<file path="src/rtl/cs_rr_arbiter.sv">
// cs_rr_arbiter: round-robin arbiter in front of a 74x138-style 3-to-8
// chip-select decoder. Eight level requesters share the decoder; the winner
// drives sel/dec_en and a matching active-low one-hot grant vector. A dead
// gap of GAP_CYCLES disabled cycles separates any two grants.
//
// Optional feature macro: CS_HOLD_TIMEOUT_EN
//   defined   -> grants are revoked after MAX_HOLD cycles (hold_timeout pulses)
//   undefined -> a grant lasts as long as its request stays high
//
// Handshake: req is a plain level request. A requester owns the decoder from
// the cycle its gnt_n bit goes low until it drops req (or is timed out); it
// must not assume ownership in any cycle where its gnt_n bit is high.
module cs_rr_arbiter #(
  parameter int GAP_CYCLES = 1,
  parameter int MAX_HOLD   = 16
) (
  input  logic       clk,
  input  logic       rst,
  input  logic [7:0] req,
  output logic [2:0] sel,
  output logic       dec_en,
  output logic [7:0] gnt_n,
  output logic       busy,
  output logic       hold_timeout
);

  // Reject out-of-range configurations at elaboration time.
  if (GAP_CYCLES < 1 || GAP_CYCLES > 15) begin : g_bad_gap
    $error("cs_rr_arbiter: GAP_CYCLES must be in 1..15");
  end
  if (MAX_HOLD < 2 || MAX_HOLD > 255) begin : g_bad_hold
    $error("cs_rr_arbiter: MAX_HOLD must be in 2..255");
  end

  typedef enum logic [1:0] {
    ST_IDLE  = 2'd0,
    ST_GRANT = 2'd1,
    ST_GAP   = 2'd2
  } state_t;

  localparam logic [3:0] LP_GAP_LOAD = 4'(GAP_CYCLES - 1);

  state_t     r_state;
  logic [2:0] r_sel;
  logic [2:0] r_last;
  logic       r_dec_en;
  logic [7:0] r_gnt_n;
  logic       r_busy;
  logic       r_hold_timeout;
  logic [3:0] r_gap_cnt;

  logic       w_win_found;
  logic [2:0] w_win_idx;
  logic       w_owner_req;
  logic       w_timeout;

`ifdef CS_HOLD_TIMEOUT_EN
  localparam logic [7:0] LP_HOLD_LAST = 8'(MAX_HOLD - 1);
  logic [7:0] r_hold_cnt;
`endif

  // Round-robin search: start just after the last winner, wrap upward.
  always_comb begin
    logic [2:0] v_idx;
    w_win_found = 1'b0;
    w_win_idx   = 3'd0;
    v_idx       = 3'd0;
    for (int k = 1; k <= 8; k++) begin
      v_idx = r_last + 3'(k);
      if (!w_win_found && req[v_idx]) begin
        w_win_found = 1'b1;
        w_win_idx   = v_idx;
      end
    end
  end

  // Release conditions for the current owner.
  always_comb begin
    w_owner_req = req[r_sel];
`ifdef CS_HOLD_TIMEOUT_EN
    w_timeout   = (r_hold_cnt == LP_HOLD_LAST);
`else
    w_timeout   = 1'b0;
`endif
  end

  // Arbiter FSM with all outputs registered.
  always_ff @(posedge clk) begin
    if (rst) begin
      r_state        <= ST_IDLE;
      r_sel          <= 3'd0;
      r_last         <= 3'd7;
      r_dec_en       <= 1'b0;
      r_gnt_n        <= 8'hFF;
      r_busy         <= 1'b0;
      r_hold_timeout <= 1'b0;
      r_gap_cnt      <= 4'd0;
`ifdef CS_HOLD_TIMEOUT_EN
      r_hold_cnt     <= 8'd0;
`endif
    end else begin
      r_hold_timeout <= 1'b0;
      case (r_state)
        ST_IDLE: begin
          if (w_win_found) begin
            r_state  <= ST_GRANT;
            r_sel    <= w_win_idx;
            r_last   <= w_win_idx;
            r_dec_en <= 1'b1;
            r_gnt_n  <= ~(8'h01 << w_win_idx);
            r_busy   <= 1'b1;
`ifdef CS_HOLD_TIMEOUT_EN
            r_hold_cnt <= 8'd0;
`endif
          end
        end
        ST_GRANT: begin
          if (!w_owner_req || w_timeout) begin
            // A plain drop wins over a timeout in the same cycle.
            r_state        <= ST_GAP;
            r_dec_en       <= 1'b0;
            r_gnt_n        <= 8'hFF;
            r_gap_cnt      <= LP_GAP_LOAD;
            r_hold_timeout <= w_owner_req & w_timeout;
          end else begin
`ifdef CS_HOLD_TIMEOUT_EN
            r_hold_cnt <= r_hold_cnt + 8'd1;
`endif
          end
        end
        ST_GAP: begin
          if (r_gap_cnt == 4'd0) begin
            if (w_win_found) begin
              r_state  <= ST_GRANT;
              r_sel    <= w_win_idx;
              r_last   <= w_win_idx;
              r_dec_en <= 1'b1;
              r_gnt_n  <= ~(8'h01 << w_win_idx);
`ifdef CS_HOLD_TIMEOUT_EN
              r_hold_cnt <= 8'd0;
`endif
            end else begin
              r_state <= ST_IDLE;
              r_busy  <= 1'b0;
            end
          end else begin
            r_gap_cnt <= r_gap_cnt - 4'd1;
          end
        end
        default: begin
          r_state  <= ST_IDLE;
          r_dec_en <= 1'b0;
          r_gnt_n  <= 8'hFF;
          r_busy   <= 1'b0;
        end
      endcase
    end
  end

  assign sel          = r_sel;
  assign dec_en       = r_dec_en;
  assign gnt_n        = r_gnt_n;
  assign busy         = r_busy;
  assign hold_timeout = r_hold_timeout;

endmodule

</file>
<file path="config.mk">
export PLATFORM = sky130hd
export DESIGN_NAME = cs_rr_arbiter
export DESIGN_NICKNAME = d
export VERILOG_FILES = /design/src/rtl/cs_rr_arbiter.sv
export SDC_FILE = /design/constraint.sdc
export NUM_CORES = 1
export LEC_CHECK = 0
export CAP_MARGIN = 10
export CORE_MARGIN = 4
export CORE_UTILIZATION = 53
export DETAILED_ROUTE_END_ITERATION = 16
export GPL_TIMING_DRIVEN = 1
export PLACE_DENSITY = 0.76
export SLEW_MARGIN = 20
export SYNTH_ARGS = -nofsm -noshare
export SYNTH_HDL_FRONTEND = slang
export SYNTH_SLANG_ARGS = --single-unit
export TNS_END_PERCENT = 1
</file>
<file path="constraint.sdc">
create_clock -name clk -period 5.7 [get_ports clk]
set_clock_uncertainty 0.15 [all_clocks]
set_input_delay 0.57 -clock clk [delete_from_list [all_inputs] [get_ports clk]]
set_output_delay 0.57 -clock clk [all_outputs]
set_load 0.01 [all_outputs]
</file>
**After elaboration in Yosys (flattened, before gate mapping)**

Index checks and enable logic that the tools add are counted.
Widths: inputs -> output; s select.

- Flip-flop bits (word level): 22
- Input port bits: 10

- Add/sub/neg operators: 8
- Magnitude comparators: 9
- Multiplexer cells: 60
- Bitwise operators: 2
- Reduce and logical (&&, ||, !) cells: 23
- Eq/ne operators: 7
- Shift-type cells: 1

Operators by type and width:

| operator | count |
|---|---|
| $lt 3x4->1 const B | 9 |
| $mux 3 | 12 |
| $bmux 1 s3 | 9 |
| $mux 1 | 24 |
| $mux 8 | 3 |
| $pmux 8 s3 | 1 |
| $add 3x3->3 const B | 4 |
| $pmux 3 s2 | 2 |
| $ne 2x2->1 const B | 5 |
| $mux 4 | 2 |
| $not 8->8 | 1 |
| $pmux 4 s2 | 1 |
| $shl 1x3->8 const A | 1 |
| $logic_and 1x1->1 | 7 |
| $logic_not 1->1 | 7 |
| $add 3x2->3 const B | 2 |
| $mux 2 | 3 |
| $pmux 1 s3 | 2 |
| $pmux 2 s3 | 1 |
| $reduce_and 3->1 | 2 |
| $logic_not 4->1 | 1 |
| $reduce_and 2->1 | 2 |
| $reduce_and 4->1 | 1 |
| $reduce_bool 2->1 | 2 |
| other kinds (6) | 6 |

**Depth between registers and ports, before layout**

- Word-level depth: 30
- Mapped depth: 14
- Mapped depth without buffers: 10

**Worst setup path before layout**

No wires, ideal clock.

- Path kind: reg2reg
- Start point: register r_last[1]
- End point: register r_gnt_n[4], in the netlist gnt_n[4]
- Data required time: 5.428 ns
- Setup time: 0.122 ns
- Cell stages (with the launch flop): 14
- Slack: 2.104 ns
- Arrival time: 3.324 ns
- Cells stage by stage: dfxtp_1 buf_4 buf_2 inv_1 ha_1 buf_4 buf_6 mux4_2 a211o_1 or3b_4 nand2_1 o31ai_2 a22o_4 o32a_1

- Cells in the longest elaborated chain, start to end: 30
- Elaborated cells on any way between the ends: 58

RTL lines:

| element | line | source |
|---|---|---|
| from (decl) | 45 | `logic [2:0] r_last;` |
| from (signal assigned) | 108 | `r_last <= w_win_idx;` |
| from (signal assigned) | 136 | `r_last <= w_win_idx;` |
| $add 3x1->3 | 69 | `v_idx = r_last + 3'(k);` |
| $bmux 1 s3 | 70 | `if (!w_win_found && req[v_idx]) begin` |
| $mux 1 (implied by the code) | 70 |  |
| $mux 1 | 70 |  |
| $logic_not 1->1 | 70 |  |
| $logic_and 1x1->1 | 70 |  |
| $mux 1 | 70 |  |
| $logic_not 1->1 | 70 |  |
| (+14 left out) | n/a |  |
| $logic_not 1->1 | 70 |  |
| $logic_and 1x1->1 | 70 |  |
| $mux 3 | 70 |  |
| $shl 1x3->8 | 110, 138 |  |
| $not 8->8 | 110, 138 |  |
| $mux 8 (*) | 105, 133 |  |
| $mux 8 | 132 | `if (r_gap_cnt == 4'd0) begin` |
| $pmux 8 s3 (*) | 103 | `case (r_state)` |
| to (signal assigned) | 110 | `r_gnt_n <= ~(8'h01 << w_win_idx);` |
| to (signal assigned) | 138 | `r_gnt_n <= ~(8'h01 << w_win_idx);` |
| to (decl) | 47 | `logic [7:0] r_gnt_n;` |

Every way passes the cells marked *; elsewhere a longest branch is shown, timed or not. The select of a mux whose other input is x is not followed.
A chain may end at the register's enable or synchronous reset.

**Worst setup path after layout**

- Start point: register r_last[0]
- End point: register r_gnt_n[7], in the netlist gnt_n[7]

Same word-level chain as after synthesis.

==> metrics <==
CP Launch Point=r_last[0]; reg2reg start=r_last[0]; CP arrival=between 3000 and 4000 ps; DR vias/cell=approximately 6.5; maxcap violations=0; post-synthesis cell area=~2000 um^2; Core Box Area=~3700 um^2; via count=1862; Cell Rows=22; DR iter-0 viols=200; Worst-Skew Late Latency=roughly 260 ps; number of synthesized flops with an enable pin=0; layout cells sized above 1=a little over an eighth; FMAX=roughly 0.28 GHz; wire per inst=approximately 17 um; power density over cell area=approximately 630 nW/um^2; Mapped Nets=~240; Tightest Pin Transition=about 900 ps; CTS Root Cell=clkbuf_8; area delta synth->final=13.5%; final hold vios=0; Die Wd=69.8 um; Detailed Route WL=4920 um; Syn Area/Cell=9.03 um^2; Clk pwr share=7.7%; hold slack=between 300 and 400 ps; asr flop ratio synth=0%; initial antenna violation count=0; Req. time, crit path=~5700 ps; CTS max path bufs=2; Synth Register Bits=22; Fillers=~310; die height=69.8 um; Main synth FF type=dfxtp_1; warnings from Yosys=0; CTS tree=yes; CTS Sinks=22; Seq/Total Area, Yosys=around 22%; Post-DRT Antenna Nets=0; status=finished, final reports clean; Worst Setup Path Type=flop to flop; Psw=just under 0.0007 W; VDD IR max=roughly 0.37 mV; Worst-path clk slew=about 80 ps; first-pass GRT wire length=roughly 8500 um; Final Worst Setup Slack=approximately 2200 ps; Hold Crit Class=flop to flop; num ports=24; Comb power frac=between 70% and 80%; final net count=~260; RSZ-0062 raised after global routing=no; Startpoint Class=flop; CTS Hold Buffers Added=0; Crit Path Max Fanout=15; Detail Placement HPWL=around 3700 um; multi-input logic area=~1500 um^2; sequential share of power=approximately 18%; Slew Limit Fails=0; post-CTS setup repair buffer count=0; TNS Setup=0 ps; DRC=0; Reg2Reg Setup Slack=2160 ps; GRT Util Overall=between 20% and 30%; Tmin final=~3500 ps; drt first pass iters=4; TritonCTS Buffers=3; Slew headroom=between 40% and 50%; Cell Int Power=0.000756 W; final cycle utilization of the critical path=between 60 and 70%; HP Start=r_gap_cnt[3]; ANT cells=0; PortBufs=22; Starting Density=about 55%; Net Sw Frac=a little under half; CP Capture Type=flop; Reg area=between 400 and 500 um^2; setup slack at placement=around 2000 ps; vias in the first global route=1724; CTS-repair resized insts=0; final RePlAce weighted congestion=approximately 0.94; Synth Instances=between 200 and 250; Final setup viols=0; full die area=4870 um^2; Distinct cells, synth=a little under 60; largest net degree at the start of global routing=25; CTS HTree Levels=1; grt total ovfl=0; leak pwr=about 0.86 nW
==> layer usage <==
layer,wire length (um),vias to the layer above,track usage [%]
met5,0,-,0
met4,61,0,4.68
met2,2250,71,31.1
li1,-,897,-
met1,2260,886,31.4
met3,347,8,4.35
==> registers in the layout, indices dropped and copies added, names as in the netlist <==
signal and cells:
r_gap_cnt 4, r_last 3, busy 1, dec_en 1, r_state 2, sel 3
gnt_n 8
==> logic make-up after synthesis <==
logic type,after synthesis,synth area share [%]
simple gates,78,19.6
compound gates,63,23.4
mux,31,25.6
flops,22,21.8
other cells,1,0.185
buf+inv,22,5.69
fa+ha+maj,4,2.48
xor+xnor,3,1.30
==> synthesized netlist by cell type, drive strengths merged (5+ instances only) <==
cell type  instances  area share, %
nand2             23            4.3
nor4               6            1.9
nor2              17            3.2
dfxtp             22             22
a21oi             14            3.5
mux4              16             18
buf                9            3.2
inv               10            1.9
nor3               6            1.5
a31oi              7            2.5
mux2i             13            6.4
a2bb2oi            6            2.6
nand3              5            1.5
o21ai              8            2.0
==> critical path, stage by stage, from the launching register on <==
cell,delay (ps)
dfxtp_1,340
inv_2,80
ha_1,700
mux4_2,490
a211o_1,360
nor4_1,440
nor4_1,110
a31oi_2,320
inv_1,110
o32a_1,340
==> cells in the final DEF (no fill, tap or decap), types with 6 or more instances in the layout <==
| cell | n |
|---|---|
| a21oi_1 | 14 |
| a2bb2oi_1 | 6 |
| a31oi_1 | 6 |
| clkdlybuf4s50_1 | 22 |
| dfxtp_1 | 22 |
| inv_1 | 8 |
| mux2i_1 | 13 |
| mux4_2 | 15 |
| nand2_1 | 23 |
| nor2_1 | 17 |
| nor3_1 | 6 |
| nor4_1 | 6 |
| o21ai_0 | 6 |
==> power by group through the flow <==
stage | Combinational [W] | Clock (W) | Sequential (W)
floorplan | 0.000824 | 0 | 0.000258
global placement | 0.00105 | 0 | 0.000262
detailed placement | 0.00106 | 0 | 0.000261
CTS | 0.00106 | 0.000114 | 0.000258
global route | 0.00117 | 0.000122 | 0.000267
finish | 0.00107 | 0.000112 | 0.000258
==> cell type report <==
class	instances	area share, %
multi-input cells	180	63.9
flip-flops and latches	22	19.2
repair buffers	24	10.3
well taps	48	2.62
clock buffers	4	2.40
inverters	10	1.64
==> worst paths after layout <==
kind,cells after the start,endpoint
setup / recovery,9,gnt_n[7]
hold / removal,1,r_gap_cnt[3]
setup reg to reg,9,gnt_n[7]
hold reg to reg,1,r_gap_cnt[3]
==> per-stage QoR <==
step / cells / power (W) / util [%] / cell area [um^2]
final: 288 / 0.00144 / 62.7 / 2290
after global routing: 288 / 0.00156 / 62.7 / 2290
after CTS: 288 / 0.00143 / 62.7 / 2290
after detailed placement: 284 / 0.00132 / 61.2 / 2240
after global placement: 284 / 0.00131 / 61.2 / 2240
after floorplan: 224 / 0.00108 / - / 2020
Note: power is estimated with default switching activity, not from simulation.
